<file path="src/rtl/sio_pkg.sv">
// Shared definitions for the SIO UART: FSM state encoding, STATUS bit
// positions and the default bit period.
package sio_pkg;

   localparam int CLKS_PER_BIT_DEF = 16;

   typedef enum logic [1:0] {
      ST_IDLE  = 2'd0,
      ST_START = 2'd1,
      ST_DATA  = 2'd2,
      ST_STOP  = 2'd3
   } sio_state_e;

   localparam int STAT_TX_BUSY   = 0;
   localparam int STAT_RX_VALID  = 1;
   localparam int STAT_OVERRUN   = 2;
   localparam int STAT_FRAME_ERR = 3;

endpackage

</file>
<file path="src/rtl/sio_rx.sv">
// SIO receiver: synchronizes RXD, mid-bit samples an 8N1 frame and reports
// a one-cycle completion (good stop bit) or framing-error pulse.
module sio_rx
   import sio_pkg::*;
#(
   parameter int CLKS_PER_BIT = CLKS_PER_BIT_DEF
)
(
   input  logic       CLK,
   input  logic       nRESET,
   input  logic       RXD,
   output logic       rx_done,
   output logic       rx_ferr,
   output logic [7:0] rx_byte
);

   localparam int             CW       = $clog2(CLKS_PER_BIT);
   localparam logic [CW-1:0]  CNT_LAST = CW'(CLKS_PER_BIT - 1);
   localparam logic [CW-1:0]  CNT_HALF = CW'(CLKS_PER_BIT / 2 - 1);

   sio_state_e    state_q, state_d;
   logic [CW-1:0] cnt_q, cnt_d;
   logic [2:0]    bit_q, bit_d;
   logic [7:0]    shreg_q, shreg_d;
   logic          sync1_q, sync1_d;
   logic          sync2_q, sync2_d;
   logic          prev_q, prev_d;

   assign rx_byte = shreg_q;

   // State register; synchronizer and edge-detect flops reset to the idle level.
   always_ff @(posedge CLK) begin
      if (!nRESET) begin
         state_q <= ST_IDLE;
         cnt_q   <= '0;
         bit_q   <= '0;
         shreg_q <= '0;
         sync1_q <= 1'b1;
         sync2_q <= 1'b1;
         prev_q  <= 1'b1;
      end else begin
         state_q <= state_d;
         cnt_q   <= cnt_d;
         bit_q   <= bit_d;
         shreg_q <= shreg_d;
         sync1_q <= sync1_d;
         sync2_q <= sync2_d;
         prev_q  <= prev_d;
      end
   end

   // Next-state logic; only the synchronized line (sync2_q) is ever sampled.
   always_comb begin
      state_d = state_q;
      cnt_d   = cnt_q;
      bit_d   = bit_q;
      shreg_d = shreg_q;
      sync1_d = RXD;
      sync2_d = sync1_q;
      prev_d  = sync2_q;
      rx_done = 1'b0;
      rx_ferr = 1'b0;
      unique case (state_q)
         ST_IDLE: begin
            // A falling edge is required, so a line stuck low after a
            // framing error cannot start a new frame.
            if (prev_q && !sync2_q) begin
               cnt_d   = '0;
               state_d = ST_START;
            end
         end
         ST_START: begin
            if (cnt_q == CNT_HALF) begin
               cnt_d = '0;
               if (sync2_q) begin
                  state_d = ST_IDLE;
               end else begin
                  bit_d   = '0;
                  state_d = ST_DATA;
               end
            end else begin
               cnt_d = cnt_q + CW'(1);
            end
         end
         ST_DATA: begin
            if (cnt_q == CNT_LAST) begin
               cnt_d   = '0;
               shreg_d = {sync2_q, shreg_q[7:1]};
               bit_d   = bit_q + 3'd1;
               if (bit_q == 3'd7) state_d = ST_STOP;
            end else begin
               cnt_d = cnt_q + CW'(1);
            end
         end
         ST_STOP: begin
            if (cnt_q == CNT_LAST) begin
               cnt_d   = '0;
               rx_done = sync2_q;
               rx_ferr = !sync2_q;
               state_d = ST_IDLE;
            end else begin
               cnt_d = cnt_q + CW'(1);
            end
         end
         default: state_d = ST_IDLE;
      endcase
   end

endmodule

</file>
<file path="src/rtl/sio_tx.sv">
// SIO transmitter: 8N1, LSB first, one byte per WR strobe while idle.
module sio_tx
   import sio_pkg::*;
#(
   parameter int CLKS_PER_BIT = CLKS_PER_BIT_DEF
)
(
   input  logic       CLK,
   input  logic       nRESET,
   input  logic       WR,
   input  logic [7:0] WR_DATA,
   output logic       TXD,
   output logic       tx_busy
);

   localparam int             CW       = $clog2(CLKS_PER_BIT);
   localparam logic [CW-1:0]  CNT_LAST = CW'(CLKS_PER_BIT - 1);

   sio_state_e    state_q, state_d;
   logic [CW-1:0] cnt_q, cnt_d;
   logic [2:0]    bit_q, bit_d;
   logic [7:0]    shreg_q, shreg_d;
   logic          txd_q, txd_d;

   assign TXD     = txd_q;
   assign tx_busy = (state_q != ST_IDLE);

   // State register; reset forces the line idle and aborts any frame.
   always_ff @(posedge CLK) begin
      if (!nRESET) begin
         state_q <= ST_IDLE;
         cnt_q   <= '0;
         bit_q   <= '0;
         shreg_q <= '0;
         txd_q   <= 1'b1;
      end else begin
         state_q <= state_d;
         cnt_q   <= cnt_d;
         bit_q   <= bit_d;
         shreg_q <= shreg_d;
         txd_q   <= txd_d;
      end
   end

   // Next-state logic; TXD is registered so it changes exactly on bit boundaries.
   always_comb begin
      state_d = state_q;
      cnt_d   = cnt_q;
      bit_d   = bit_q;
      shreg_d = shreg_q;
      txd_d   = txd_q;
      if (state_q == ST_IDLE) begin
         txd_d = 1'b1;
         if (WR) begin
            shreg_d = WR_DATA;
            cnt_d   = '0;
            bit_d   = '0;
            txd_d   = 1'b0;
            state_d = ST_START;
         end
      end else if (cnt_q != CNT_LAST) begin
         cnt_d = cnt_q + CW'(1);
      end else begin
         cnt_d = '0;
         unique case (state_q)
            ST_START: begin
               txd_d   = shreg_q[0];
               bit_d   = '0;
               state_d = ST_DATA;
            end
            ST_DATA: begin
               if (bit_q == 3'd7) begin
                  txd_d   = 1'b1;
                  state_d = ST_STOP;
               end else begin
                  shreg_d = {1'b0, shreg_q[7:1]};
                  txd_d   = shreg_q[1];
                  bit_d   = bit_q + 3'd1;
               end
            end
            ST_STOP: begin
               txd_d   = 1'b1;
               state_d = ST_IDLE;
            end
            default: state_d = ST_IDLE;
         endcase
      end
   end

endmodule

</file>
<file path="src/rtl/sio_uart.sv">
// SIO UART top: independent TX and RX engines plus the CPU-visible receive
// buffer and STATUS flags.
module sio_uart
   import sio_pkg::*;
#(
   parameter int CLKS_PER_BIT = CLKS_PER_BIT_DEF
)
(
   input  logic       CLK,
   input  logic       nRESET,
   input  logic       WR,
   input  logic [7:0] WR_DATA,
   input  logic       RD,
   input  logic       RXD,
   output logic       TXD,
   output logic [7:0] RX_DATA,
   output logic [7:0] STATUS
);

   logic       tx_busy;
   logic       rx_done;
   logic       rx_ferr;
   logic [7:0] rx_byte;

   logic [7:0] rx_data_q, rx_data_d;
   logic       rx_valid_q, rx_valid_d;
   logic       overrun_q, overrun_d;
   logic       frame_err_q, frame_err_d;

   sio_tx #(.CLKS_PER_BIT(CLKS_PER_BIT)) u_tx (
      .CLK     (CLK),
      .nRESET  (nRESET),
      .WR      (WR),
      .WR_DATA (WR_DATA),
      .TXD     (TXD),
      .tx_busy (tx_busy)
   );

   sio_rx #(.CLKS_PER_BIT(CLKS_PER_BIT)) u_rx (
      .CLK     (CLK),
      .nRESET  (nRESET),
      .RXD     (RXD),
      .rx_done (rx_done),
      .rx_ferr (rx_ferr),
      .rx_byte (rx_byte)
   );

   assign RX_DATA = rx_data_q;

   // STATUS composition from the live TX state and the sticky RX flags.
   always_comb begin
      STATUS                 = 8'h00;
      STATUS[STAT_TX_BUSY]   = tx_busy;
      STATUS[STAT_RX_VALID]  = rx_valid_q;
      STATUS[STAT_OVERRUN]   = overrun_q;
      STATUS[STAT_FRAME_ERR] = frame_err_q;
   end

   // Receive buffer and flag registers.
   always_ff @(posedge CLK) begin
      if (!nRESET) begin
         rx_data_q   <= 8'h00;
         rx_valid_q  <= 1'b0;
         overrun_q   <= 1'b0;
         frame_err_q <= 1'b0;
      end else begin
         rx_data_q   <= rx_data_d;
         rx_valid_q  <= rx_valid_d;
         overrun_q   <= overrun_d;
         frame_err_q <= frame_err_d;
      end
   end

   // RD clears first, then any event this cycle sets its flag so a set wins.
   // A byte completing while RD acknowledges the old one replaces it cleanly.
   always_comb begin
      rx_data_d   = rx_data_q;
      rx_valid_d  = rx_valid_q;
      overrun_d   = overrun_q;
      frame_err_d = frame_err_q;
      if (RD) begin
         rx_valid_d  = 1'b0;
         overrun_d   = 1'b0;
         frame_err_d = 1'b0;
      end
      if (rx_done) begin
         if (!rx_valid_q || RD) begin
            rx_data_d  = rx_byte;
            rx_valid_d = 1'b1;
         end else begin
            overrun_d = 1'b1;
         end
      end
      if (rx_ferr) frame_err_d = 1'b1;
   end

endmodule

</file>
<file path="config.mk">
export PLATFORM = sky130hd
export DESIGN_NAME = sio_uart
export DESIGN_NICKNAME = d
export VERILOG_FILES = /design/src/rtl/sio_pkg.sv /design/src/rtl/sio_rx.sv /design/src/rtl/sio_tx.sv /design/src/rtl/sio_uart.sv
export SDC_FILE = /design/constraint.sdc
export NUM_CORES = 1
export LEC_CHECK = 0
export BUFFER_PORTS_ARGS = -buffer_cell sky130_fd_sc_hd__buf_4
export CORE_ASPECT_RATIO = 0.5
export CORE_MARGIN = 1.5
export CORE_UTILIZATION = 30
export DETAILED_ROUTE_END_ITERATION = 12
export SYNTH_ARGS = -nofsm -noshare
export SYNTH_HDL_FRONTEND = slang
export SYNTH_SLANG_ARGS = --single-unit
</file>
<file path="constraint.sdc">
create_clock -name CLK -period 1.8 [get_ports CLK]
set_input_delay 0.18 -clock CLK [delete_from_list [all_inputs] [get_ports CLK]]
set_output_delay 0.18 -clock CLK [all_outputs]
set_load 0.005 [all_outputs]
</file>
==> run summary <==
The flow ran to the end, and the final reports show no timing, DRC or antenna violations. The maximum fanout encountered on the critical timing path is 15. Including well taps, the total number of placed cells is 370. The congestion estimate from routability-driven global placement came to a little over 0.8. The CTS sink count is slightly below 50. The count of endpoints failing setup in the final report came out at 0. The area enclosed by the die boundary is approximately 8300 um2.

The number of warnings issued by yosys is 0. After floorplanning, the core was divided into 22 placement rows. The wire length of the first global-routing pass is 8.24 mm. IR analysis of the VDD net gives a maximum drop of roughly 430 uV. The worst setup path is launched from a flop. The number of buffers inserted during clock tree synthesis is 5. The number of enable-type register cells in the synthesized netlist is 0. The number of non-filler instances in the completed layout is between 300 and 400. Hold repair after CTS inserted 0 buffers. The critical path data arrival time came out at between 1.5 and 2 ns.

The synthesized netlist cell count came out at between 200 and 300. The number of vias after detailed routing came out at around 1800. The fraction of registers with async set or reset after synthesis is 0%. The final hold violation count came out at 0.

The final worst clock skew is about 0.0055 ns. The path class of the tightest hold or removal check is primary input to flop. The initial antenna violation count came out at 0. In this run, the number of DRC markers left after iteration 0 of detailed routing was between 100 and 150. The number of antenna diodes in the final layout is 0.

The fraction of final layout cells sized beyond drive strength 1 is a little over a fifth. The overall overflow remaining after global route came out at 0. The average cell area after synthesis came out at 9.12 um2. After synthesis, the largest area contributor takes up 42.2% of total cell area. sky130_fd_sc_hd__dfxtp_1 takes more of the synthesized area than any other cell.

The via count of the first global-routing pass was 1792. The count of buffers from port buffering came out at 25. In this run the standard cell core region covers 7400 um2.

The CTS tree is built. The count of boundary I/O pins came out at 30. The type of the worst setup path is flop to flop.

The smallest setup slack after layout came out at 0.104 ns. Setup repair after global routing could not meet its margin everywhere. Global routing used approximately 16% of the available met1 tracks. After detailed placement, the total cell area comes to roughly 2600 um2. The distinct cell type count of the synthesized netlist is 43. The met2 capacity usage during global routing came out at 20.7%. In the synthesized netlist the dominant register cell turns out to be sky130_fd_sc_hd__dfxtp_1. The post-route total power is 0.00258 W. The initial cell density of the core came out at about a third. The count of final max-slew check failures is 0. In this run the most used layer during global routing was met2.

The pre-CTS worst setup slack is -0.0157 ns. The share of the clock period used by the worst path is 94.2%. The HPWL after detailed placement is 3.33 mm. The total DRC errors in the routed layout came out at 0. The average routed wire per standard cell is ~12 um. The power density of the placed cells came out at between 900 and 1000 nW/um2. Yosys attributes the largest share of cell area to sky130_fd_sc_hd__dfxtp_1, sky130_fd_sc_hd__mux2i_1, sky130_fd_sc_hd__nor2_1.

For this run, the register share of the synthesized area comes to about 42%. The via density per instance is 4.86. The horizontal extent of the die is around 130 um.

The pre-antenna-repair detailed-routing pass consisted of 4 iterations. The standby leakage power came out at approximately 1.2 nW. STA classifies the critical path endpoint as a flop. The number of nets with antenna violations after detailed routing came out at 0. The data required time of the worst path came out at 1.99 ns. The global-route met3 utilization came out at between 2 and 2.5%. The count of maximum capacitance violations is 0.

The tree is rooted in a sky130_fd_sc_hd__clkbuf_16. The area of the mapped netlist is about 2300 um2. The final layout contains routed wiring with a total length of about 4.6 mm. Entering global routing, the biggest net connects 26 pins.

The clock-pin slew of the registers on the worst-case setup and hold paths is approximately 0.07 ns. Global routing used between 10% and 20% of the available tracks. The clock reaches the later pin of the worst-skew pair after about 0.29 ns. The final cell area excluding filler cells is between 2000 and 3000 um2. The y dimension of the die came out at between 60 and 70 um. The number of buffers between clock root and the deepest sink came out at 2. The H-tree was split into 2 levels. The minimum period implied by the final worst setup slack is 1.70 ns. The layout overhead on the synthesized area came out at 20.9%. The synthesized design contains 49 register bits. The top achievable clock speed came out at about 590 MHz. The number of nets at the end of the flow is about 310.
[metal layers]
metal / share of wire, % / vias to the layer above
li1: - / 938
met1: 48 / 883
met2: 49 / 20
met3: 2.3 / 4
met4: 0.69 / 0
met5: 0 / -
[critical path: stages (launching register included)]
cell	delay (ns)
sky130_fd_sc_hd__dfxtp_2	0.33
sky130_fd_sc_hd__inv_1	0.08
sky130_fd_sc_hd__ha_2	0.27
sky130_fd_sc_hd__buf_4	0.19
sky130_fd_sc_hd__inv_1	0.13
sky130_fd_sc_hd__a22oi_4	0.17
sky130_fd_sc_hd__buf_12	0.15
sky130_fd_sc_hd__nor2_1	0.04
sky130_fd_sc_hd__a211oi_1	0.23
[worst paths after layout]
| check | start | endpoint | slack, ns | cells after the start |
|---|---|---|---|---|
| worst min register to register | u_rx.sync1_q$_SDFF_PN1_ | u_rx.prev_d$_SDFF_PN1_ | 0.42 | 1 |
| worst min-delay path | RD | overrun_q$_SDFF_PN0_ | 0.07 | 2 |
| worst max register to register | u_tx.state_q[1]$_SDFFE_PN0P_ | u_tx.shreg_q[1]$_SDFFE_PN0P_ | 0.10 | 8 |
| worst max-delay path | u_tx.state_q[1]$_SDFFE_PN0P_ | u_tx.shreg_q[1]$_SDFFE_PN0P_ | 0.10 | 8 |
[synth_stat cells (3+ instances only)]
| master | instances |
|---|---|
| sky130_fd_sc_hd__a211oi_1 | 7 |
| sky130_fd_sc_hd__a21oi_1 | 21 |
| sky130_fd_sc_hd__a22oi_1 | 3 |
| sky130_fd_sc_hd__a31oi_1 | 3 |
| sky130_fd_sc_hd__buf_4 | 9 |
| sky130_fd_sc_hd__buf_6 | 3 |
| sky130_fd_sc_hd__clkbuf_1 | 8 |
| sky130_fd_sc_hd__dfxtp_1 | 49 |
| sky130_fd_sc_hd__ha_1 | 10 |
| sky130_fd_sc_hd__inv_1 | 9 |
| sky130_fd_sc_hd__mux2i_1 | 18 |
| sky130_fd_sc_hd__nand2_1 | 15 |
| sky130_fd_sc_hd__nand2b_1 | 7 |
| sky130_fd_sc_hd__nand3_1 | 7 |
| sky130_fd_sc_hd__nor2_1 | 34 |
| sky130_fd_sc_hd__nor2b_1 | 4 |
| sky130_fd_sc_hd__nor3_1 | 3 |
| sky130_fd_sc_hd__o211ai_1 | 3 |
| sky130_fd_sc_hd__o21ai_0 | 13 |
[timing repair]
item	in CTS	in global routing
buffers inserted	1	1
pin swaps	1	1
resized for setup	0	3
endpoints found under the setup margin	5	14
hold endpoints to repair	0	0
gates cloned	0	0
[per-stage QoR]
stage,util [%],hold WS [ns],setup TNS [ns]
final,38.0,0.0691,0
after global routing,38.0,0.0819,-0.0502
after CTS,37.8,0.0696,0
after detailed placement,35.1,0.372,-0.0318
after global placement,35.1,0.369,0
after floorplan,-,0.249,0
[layout by cell type (no fill, tap or decap), drive strengths merged, types with 2 or more instances in the layout]
| master | count |
|---|---|
| a211oi | 7 |
| a21oi | 21 |
| a221oi | 2 |
| a22oi | 4 |
| a2bb2oi | 2 |
| a31oi | 3 |
| buf | 40 |
| clkbuf | 6 |
| conb | 4 |
| dfxtp | 49 |
| ha | 10 |
| inv | 9 |
| mux2i | 18 |
| nand2 | 15 |
| nand2b | 7 |
| nand3 | 7 |
| nand4 | 3 |
| nor2 | 34 |
| nor2b | 4 |
| nor3 | 4 |
| nor4 | 2 |
| o211ai | 3 |
| o21ai | 13 |
| o221a | 2 |
| or2 | 2 |
[layout make-up]
cell class	count	area, um2
flip-flops and latches	49	982
fillers	728	4590
inverters	10	37.5
repair buffers	40	313
clock buffers	6	139
well taps	96	120
clock inverters	2	37.5
multi-input cells	177	1180
[state kept, by name, indices dropped and copies added (netlist names), named ones only]
name	count
u_rx.sync1_q	1
RX_DATA	8
u_tx.TXD	1
u_tx.state_q	2
u_rx.state_q	1
u_tx.cnt_q	4
frame_err_q	1
u_tx.shreg_q	8
rx_valid_q	1
u_rx.prev_d	1
u_tx.bit_q	3
u_rx.rx_byte	8
u_rx.cnt_q	4
u_rx.prev_q	1
overrun_q	1
u_rx.bit_q	3
[power breakdown]
part / internal (W) / total [W] / switching [W]
Sequential: 0.00113 / 0.00116 / 0.0000316
Combinational: 0.000160 / 0.000324 / 0.000164
Clock: 0.000693 / 0.00109 / 0.000399
[cell families (layout without fill, tap and decap cells)]
group	after synthesis	after routing	share of synthesized area (%)
adder cells (fa/ha/maj)	10	10	5.38
flip-flops	49	49	42.2
AO/OA/AOI/OAI	61	61	17.9
other	1	4	0.161
buffers and inverters	32	58	7.70
AND/OR/NAND/NOR	84	84	18.9
multiplexers	18	18	7.75
Power figures use the tool's default switching activity.
